[src/rtl/sub_scheduler.sv]
// Round-robin scheduler sharing one saturating I/Q subtractor among N_CH channels.
// Tracks in-flight operations by channel tag and returns results through a credit-protected FWFT FIFO.
module sub_scheduler #(
  parameter int unsigned N_CH       = 4,
  parameter int unsigned DW         = 32,
  parameter int unsigned SUB_LAT    = 2,
  parameter int unsigned FIFO_DEPTH = 4
) (
  input  logic                      M100CLK,
  input  logic                      reset,
  input  logic                      enable,
  input  logic [N_CH-1:0]           req_valid,
  input  logic [N_CH*DW-1:0]        req_i,
  input  logic [N_CH*DW-1:0]        req_q,
  output logic [N_CH-1:0]           req_ready,
  output logic [DW-1:0]             sub_i,
  output logic [DW-1:0]             sub_q,
  input  logic [DW:0]               sub_sum,
  output logic                      res_valid,
  input  logic                      res_ready,
  output logic [DW:0]               res_data,
  output logic [$clog2(N_CH)-1:0]   res_ch,
  output logic                      busy
);

  localparam int unsigned CW   = $clog2(N_CH);
  localparam int unsigned AW   = $clog2(FIFO_DEPTH);
  localparam int unsigned NW   = AW + 2;
  localparam int unsigned IW   = $clog2(SUB_LAT + 1);
  localparam int unsigned LAST = SUB_LAT - 1;

  logic [CW-1:0]    ptr;
  logic [CW-1:0]    grant_ch;
  logic [CW-1:0]    idx;
  logic             found;
  logic             credit_ok;
  logic             issue;
  logic [IW-1:0]    inflight;

  logic [SUB_LAT-1:0] tag_vld;
  logic [CW-1:0]      tag_ch [SUB_LAT];

  logic [DW:0]      mem_data [FIFO_DEPTH];
  logic [CW-1:0]    mem_ch   [FIFO_DEPTH];
  logic [AW-1:0]    wr_ptr;
  logic [AW-1:0]    rd_ptr;
  logic [AW:0]      count;
  logic             push;
  logic             pop;

  // Number of operations currently travelling through the subtractor.
  always_comb begin
    inflight = '0;
    for (int unsigned s = 0; s < SUB_LAT; s++) begin
      inflight = inflight + IW'(tag_vld[s]);
    end
  end

  // Round-robin search starting at the priority pointer.
  always_comb begin
    found    = 1'b0;
    grant_ch = '0;
    idx      = '0;
    for (int unsigned k = 0; k < N_CH; k++) begin
      idx = ptr + CW'(k);
      if (!found && req_valid[idx]) begin
        found    = 1'b1;
        grant_ch = idx;
      end
    end
  end

  // A same-cycle pop is not credited, so a queued entry always has a FIFO slot reserved.
  assign credit_ok = (NW'(count) + NW'(inflight)) < NW'(FIFO_DEPTH);
  assign issue     = enable && found && credit_ok && !reset;
  assign req_ready = issue ? (N_CH'(1) << grant_ch) : '0;

  always_ff @(posedge M100CLK or posedge reset) begin
    if (reset) begin
      ptr     <= '0;
      sub_i   <= '0;
      sub_q   <= '0;
      tag_vld <= '0;
      for (int unsigned s = 0; s < SUB_LAT; s++) begin
        tag_ch[s] <= '0;
      end
    end else begin
      if (issue) begin
        ptr   <= grant_ch + CW'(1);
        sub_i <= req_i[grant_ch*DW +: DW];
        sub_q <= req_q[grant_ch*DW +: DW];
      end
      tag_vld[0] <= issue;
      tag_ch[0]  <= grant_ch;
      for (int unsigned s = 1; s < SUB_LAT; s++) begin
        tag_vld[s] <= tag_vld[s-1];
        tag_ch[s]  <= tag_ch[s-1];
      end
    end
  end

  assign push      = tag_vld[LAST];
  assign res_valid = (count != '0);
  assign pop       = res_valid && res_ready;

  // Result storage; contents are only observed through a non-empty head.
  always_ff @(posedge M100CLK) begin
    if (push) begin
      mem_data[wr_ptr] <= sub_sum;
      mem_ch[wr_ptr]   <= tag_ch[LAST];
    end
  end

  always_ff @(posedge M100CLK or posedge reset) begin
    if (reset) begin
      wr_ptr <= '0;
      rd_ptr <= '0;
      count  <= '0;
    end else begin
      if (push) wr_ptr <= wr_ptr + AW'(1);
      if (pop)  rd_ptr <= rd_ptr + AW'(1);
      case ({push, pop})
        2'b10:   count <= count + (AW+1)'(1);
        2'b01:   count <= count - (AW+1)'(1);
        default: count <= count;
      endcase
    end
  end

  assign res_data = res_valid ? mem_data[rd_ptr] : '0;
  assign res_ch   = res_valid ? mem_ch[rd_ptr]   : '0;
  assign busy     = (|tag_vld) || res_valid;

endmodule

[config.mk]
export PLATFORM = sky130hd
export DESIGN_NAME = sub_scheduler
export DESIGN_NICKNAME = d
export VERILOG_FILES = /design/src/rtl/sub_scheduler.sv
export SDC_FILE = /design/constraint.sdc
export NUM_CORES = 1
export LEC_CHECK = 0
export BUFFER_PORTS_ARGS = -buffer_cell sky130_fd_sc_hd__buf_2
export CORE_ASPECT_RATIO = 1.4
export CORE_UTILIZATION = 35
export CTS_BUF_LIST = sky130_fd_sc_hd__clkbuf_16
export CTS_CLUSTER_DIAMETER = 50
export DETAILED_ROUTE_END_ITERATION = 10
export PLACE_DENSITY = 0.72
export SETUP_SLACK_MARGIN = 0.2
export SLEW_MARGIN = 20
export SYNTH_ARGS = -nofsm -noshare
export SYNTH_HDL_FRONTEND = slang
export SYNTH_SLANG_ARGS = --single-unit
[constraint.sdc]
create_clock -name M100CLK -period 2.8 [get_ports M100CLK]
set_input_delay 0.42 -clock M100CLK [delete_from_list [all_inputs] [get_ports M100CLK]]
set_output_delay 0.42 -clock M100CLK [all_outputs]
set_load 0.01 [all_outputs]
**After elaboration in Yosys (flattened, before gate mapping)**

Memory sizes are Yosys's and may differ from the RTL's.
Index checks and enable logic that the tools add are counted.

- Bits in registers: 79
- Bits in latches: 0
- RAM bits: 140
- Bits in read-only memories: 0
- Input port bits: 297
- Output and inout bits: 105
- Memories kept: 2

- Add/subtract/negate cells: 10
- Multipliers: 0
- Divide/modulo/power cells: 0
- Order comparisons: 5
- Equality and inequality tests: 2
- Shift-type cells: 3
- Muxes and demuxes: 22
- Bitwise logic cells: 0
- Reductions and logical operators: 15

Memories:

| name | depth | width | read ports | clocked after Yosys merged registers in | write ports | line | RTL |
|---|---|---|---|---|---|---|---|
| mem_data | 4 | 33 | 1 | 0 | 1 | 43 | `logic [DW:0] mem_data [FIFO_DEPTH];` |
| mem_ch | 4 | 2 | 1 | 0 | 1 | 44 | `logic [CW-1:0] mem_ch [FIFO_DEPTH];` |

Operators with widths:

| cell | number |
|---|---|
| 128-bit by 8-bit variable part select with 32-bit output | 2 |
| 33-bit 2-to-1 mux | 1 |
| 2-bit by 3-bit less-than comparator with 1-bit output, second input constant | 4 |
| 1-bit 2-to-1 mux | 10 |
| 2-bit 2-to-1 mux | 5 |
| 2-bit by 1-bit adder with 2-bit output, second input constant | 4 |
| 1-bit binary-select mux with 2-bit select | 4 |
| 1-bit logical AND | 7 |
| 3-bit case mux with 2 select lines | 1 |
| 2-bit adder, second input constant | 2 |
| 3-bit by 2-bit adder with 4-bit output | 1 |
| 1-bit logical NOT | 4 |
| 4-bit by 3-bit less-than comparator with 1-bit output, second input constant | 1 |
| 4-bit 2-to-1 mux | 1 |
| 1-bit by 2-bit << shifter with 4-bit output, first input constant | 1 |
| 3-bit by 1-bit adder with 3-bit output, second input constant | 1 |
| 3-bit nonzero test | 1 |
| 3-bit by 1-bit subtractor with 3-bit output, second input constant | 1 |
| 1-bit by 1-bit adder with 2-bit output | 1 |
| 2-bit by 1-bit == test with 1-bit output, second input constant | 1 |
| 2-bit == test, second input constant | 1 |
| 2-bit nonzero test | 1 |
| 2-bit OR reduction | 1 |
| 1-bit logical OR | 1 |

**Logic depth before layout (Yosys ltp)**

- Depth after elaboration: 16
- Mapped depth: 9
- Mapped depth without buffers: 8

**Worst setup path after synthesis**

OpenSTA, ideal clock, no wires.

- Kind: flip-flop to output port
- Start: register count[0]
- End: output req_ready[0]
- Arrival: 1840 ps
- Path slack: 540 ps
- Stages on the path, launching flop included: 7
- Path through: dfrtp_1 -> ha_1 -> a21o_1 -> a2111oi_2 -> buf_4 -> clkbuf_1 -> and2_1

- Word-level cells in the longest chain between the ends: 5

RTL lines:

| element | line | RTL |
|---|---|---|
| start, declared | 47 | `logic [AW:0] count;` |
| start signal, assigned | 123 | `2'b10: count <= count + (AW+1)'(1);` |
| start signal, assigned | 124 | `2'b01: count <= count - (AW+1)'(1);` |
| start signal, assigned | 125 | `default: count <= count;` |
| 3-bit by 2-bit adder with 4-bit output | 74 | `assign credit_ok = (NW'(count) + NW'(inflight)) < NW'(FIFO_DEPTH);` |
| 4-bit by 3-bit less-than comparator with 1-bit output | 74 |  |
| 1-bit logical AND (2 in a row) | 75 | `assign issue = enable && found && credit_ok && !reset;` |
| named net issue | 37 | `logic issue;` |
| 4-bit 2-to-1 mux | 76 | `assign req_ready = issue ? (N_CH'(1) << grant_ch) : '0;` |
| end, declared | 15 | `output logic [N_CH-1:0] req_ready,` |

The timed path passes the listed nets, and every way through them passes these cells.

**Worst setup path in the final report**

- Start: register count[0]
- End: output req_ready[3]

- Word-level cells in the longest chain between the ends: 5

RTL lines:

| element | line |
|---|---|
| 3-bit by 2-bit adder with 4-bit output | 74 |
| 4-bit by 3-bit less-than comparator with 1-bit output | 74 |
| 1-bit logical AND (2 in a row) | 75 |
| 4-bit 2-to-1 mux | 76 |

No other way between the ends.

==> impl_metrics.toml <==
[status]
status = "complete, no violations"

[placement]
dp_hpwl_mm = 19.2
io_buffers = 401
dp_slack_ps = 265
placement.cell_area_sq_um = 12500
gp_congestion = 0.858
dp_cells = 1403

[clock_tree]
htreeDepth = 1
cts.path.max_buffers = 3
cts_buffers = 22
cts_tree = "yes"
cts_root_buf = "clkbuf_16"
cts.sinks = 219
clk_pin_slew_worst_paths_ps = 60
clock_latency_ps = 500

[pwr]
power.leakage_nw = 5.71
p_per_area_nw_per_um2 = 940
peakVddDrop_v = 0.000408
report.power.total_mw = 12.6

[synthesis]
yosysSeqAreaShare = 0.616
synth_nets = 964
synth-edff-count = 140
syn_area_sq_um = 10000
avgSynthCellArea_sq_um = 15.3
yosysWarningCount = 0
synth_cell_types = 32
ys.flop_type = "edfxtp_1"
async_flop_share = 0.361
netlist_instances = 656
synth_seq_cells = 219

[drt]
drc_errors = 0
wl_per_cell_um = 18.5
wl_mm = 26.9
vias = 7100
viasPerCell = 4.88
drt_pass1_iterations = 4
drtIter0Drc = 190
drtAntennaViolNets = 0

[floorplan]
rows = 73
start_util = 0.354
fp.dieW_um = 145
die_area_sq_um = 29300
core_region_area_sq_um = 28300
io_pins = 402
fp.dieH_um = 202

[finish]
drive_above_1_share = 0.539
layout_common_cells = "397 x buf_2, 140 x edfxtp_1, 78 x dfrtp_1"
finish.utilization = 0.475
fin_area_sq_um = 13400
area_growth_pct = 34.1
final_common_cell = "buf_2"
multi_input_area_sq_um = 3580
seq_area_sq_um = 6180
finalNonFillerCells = 1455
layout.nets = 1368
fillers = 2500

[min_path]
hp-class = "input pin to asynchronous set/reset pin"

[run]
max-cap-violations = 0

[setup_path]
rr_startpoint = "count[0]$_DFFE_PP0P_"
crit_type = "register to output pin"
slowest_delay_ps = 390
critical_path.cell_chain = "ha_1 > a21o_1 > a2111oi_4 > buf_12 > and2_1 > buf_6"
crit_arrival_ps = 2160
r2r_cells = 8
cp_top_family = "compound AO/OA/AOI/OAI gates"
critPathRequiredTime_ps = 2380
critPathSlowestCell = "dfrtp_1"
critPathLaunchType = "register"
critPathBufInv = 2
r2r_end = "sub_q[20]$_DFFE_PP0P_"
path_max_fanout = 8
endpoint_kind = "output pin"
reg2reg_slack_ps = 360

[sta]
hold_slack_ps = 120
skew_ps = 10.9
setup_viol = 0
period_share = 0.921
timing.fmax_ghz = 0.388
fin_ws_ps = 223
slew_headroom = 0.373
hold_violations = 0
rsz0062_at_grt = "yes"
period_needed_ps = 2580
tns_ps = 0
final_max_slew_viol_count = 0
tightest_slew_ps = 940

[global_route]
grt_max_degree = 72
grt_overflow = 0
grt_use_total = 0.178
antenna_found_initial = 6
grt_pass1_vias = 7250
grt_pass1_wl_mm = 40.4
## Yosys cell counts (all sizes together) (3+ instances only)
library cell,number,share of area
inv,10,0.0037
nand2,3,0.0011
mux2,65,0.073
buf,29,0.021
o22ai,64,0.040
mux2i,66,0.066
edfxtp,140,0.42
nor2,3,0.0011
clkbuf,20,0.0075
ha,10,0.012
and2,45,0.028
mux4,35,0.079
xor2,4,0.0035
a21oi,66,0.033
dfrtp,79,0.20
## per-layer routing
metal  GRT usage  vias up  share of wire
met2       0.320      301           0.52
met4      0.0417        6          0.018
met5           0        -         0.0015
li1            -     3356              -
met3      0.0350       40          0.073
met1       0.221     3397           0.39
## power breakdown
part           leakage (nW)  total, mW  switching, mW  internal (mW)
combinational          3.17       5.09           2.57           2.52
clock                 0.392       3.01           1.20           1.82
sequential             2.15       4.54          0.378           4.16
## worst max-delay path by stage
stage               slack [ps]               endpoint                  from  depth (start not counted)
detailed placement         260  sub_q[24]$_DFFE_PP0P_  count[0]$_DFFE_PP0P_                          7
finish                     220           req_ready[3]  count[0]$_DFFE_PP0P_                          6
global route                90           req_ready[3]  tag_vld[0]$_DFF_PP0_                          6
floorplan                  360   count[0]$_DFFE_PP0P_                 reset                          1
CTS                        190           req_ready[3]  count[0]$_DFFE_PP0P_                          6
global placement           320  sub_i[13]$_DFFE_PP0P_          req_valid[1]                          8
## kinds of logic (layout without fill, tap and decap cells)
| logic type | after synthesis | after routing | synth area share |
|---|---|---|---|
| AO/OA/AOI/OAI | 136 | 136 | 0.0784 |
| XOR/XNOR | 6 | 6 | 0.00524 |
| adder cells (fa/ha/maj) | 11 | 11 | 0.0145 |
| buffers and inverters | 59 | 479 | 0.0323 |
| flip-flops | 219 | 219 | 0.616 |
| multiplexers | 166 | 166 | 0.217 |
| other | 0 | 4 | 0 |
| AND/OR/NAND/NOR | 59 | 59 | 0.0358 |
## worst reg2reg max path: stages (launching register included)
cell,delay (ps)
dfrtp_1,390
ha_1,290
a21o_1,190
a2111oi_4,380
buf_4,180
or3b_4,440
clkbuf_16,230
o22ai_1,150
a21oi_1,60
## registers in the layout, summed over array words and instances, names as in the netlist
name	flops
count	3
sub_q	32
mem_ch	8
mem_data	132
tag_ch	4
wr_ptr	2
rd_ptr	2
tag_vld	2
ptr	2
sub_i	32
## layout make-up
class | count | area share
flip-flops and latches | 219 | 0.460
multi-input cells | 378 | 0.266
repair buffers | 429 | 0.179
clock buffers | 24 | 0.0447
well taps | 375 | 0.0349
clock inverters | 16 | 0.0114
inverters | 10 | 0.00354
diodes | 4 | 0.000744
## repair_timing
item / CTS / global route
pin swaps: 3 / 0
setup endpoints to repair: 4 / 54
hold buffers: 0 / 0
cloned: 1 / 1
setup buffers: 5 / 1
resized for setup: 11 / 11
(Power assumes the default switching activity.)
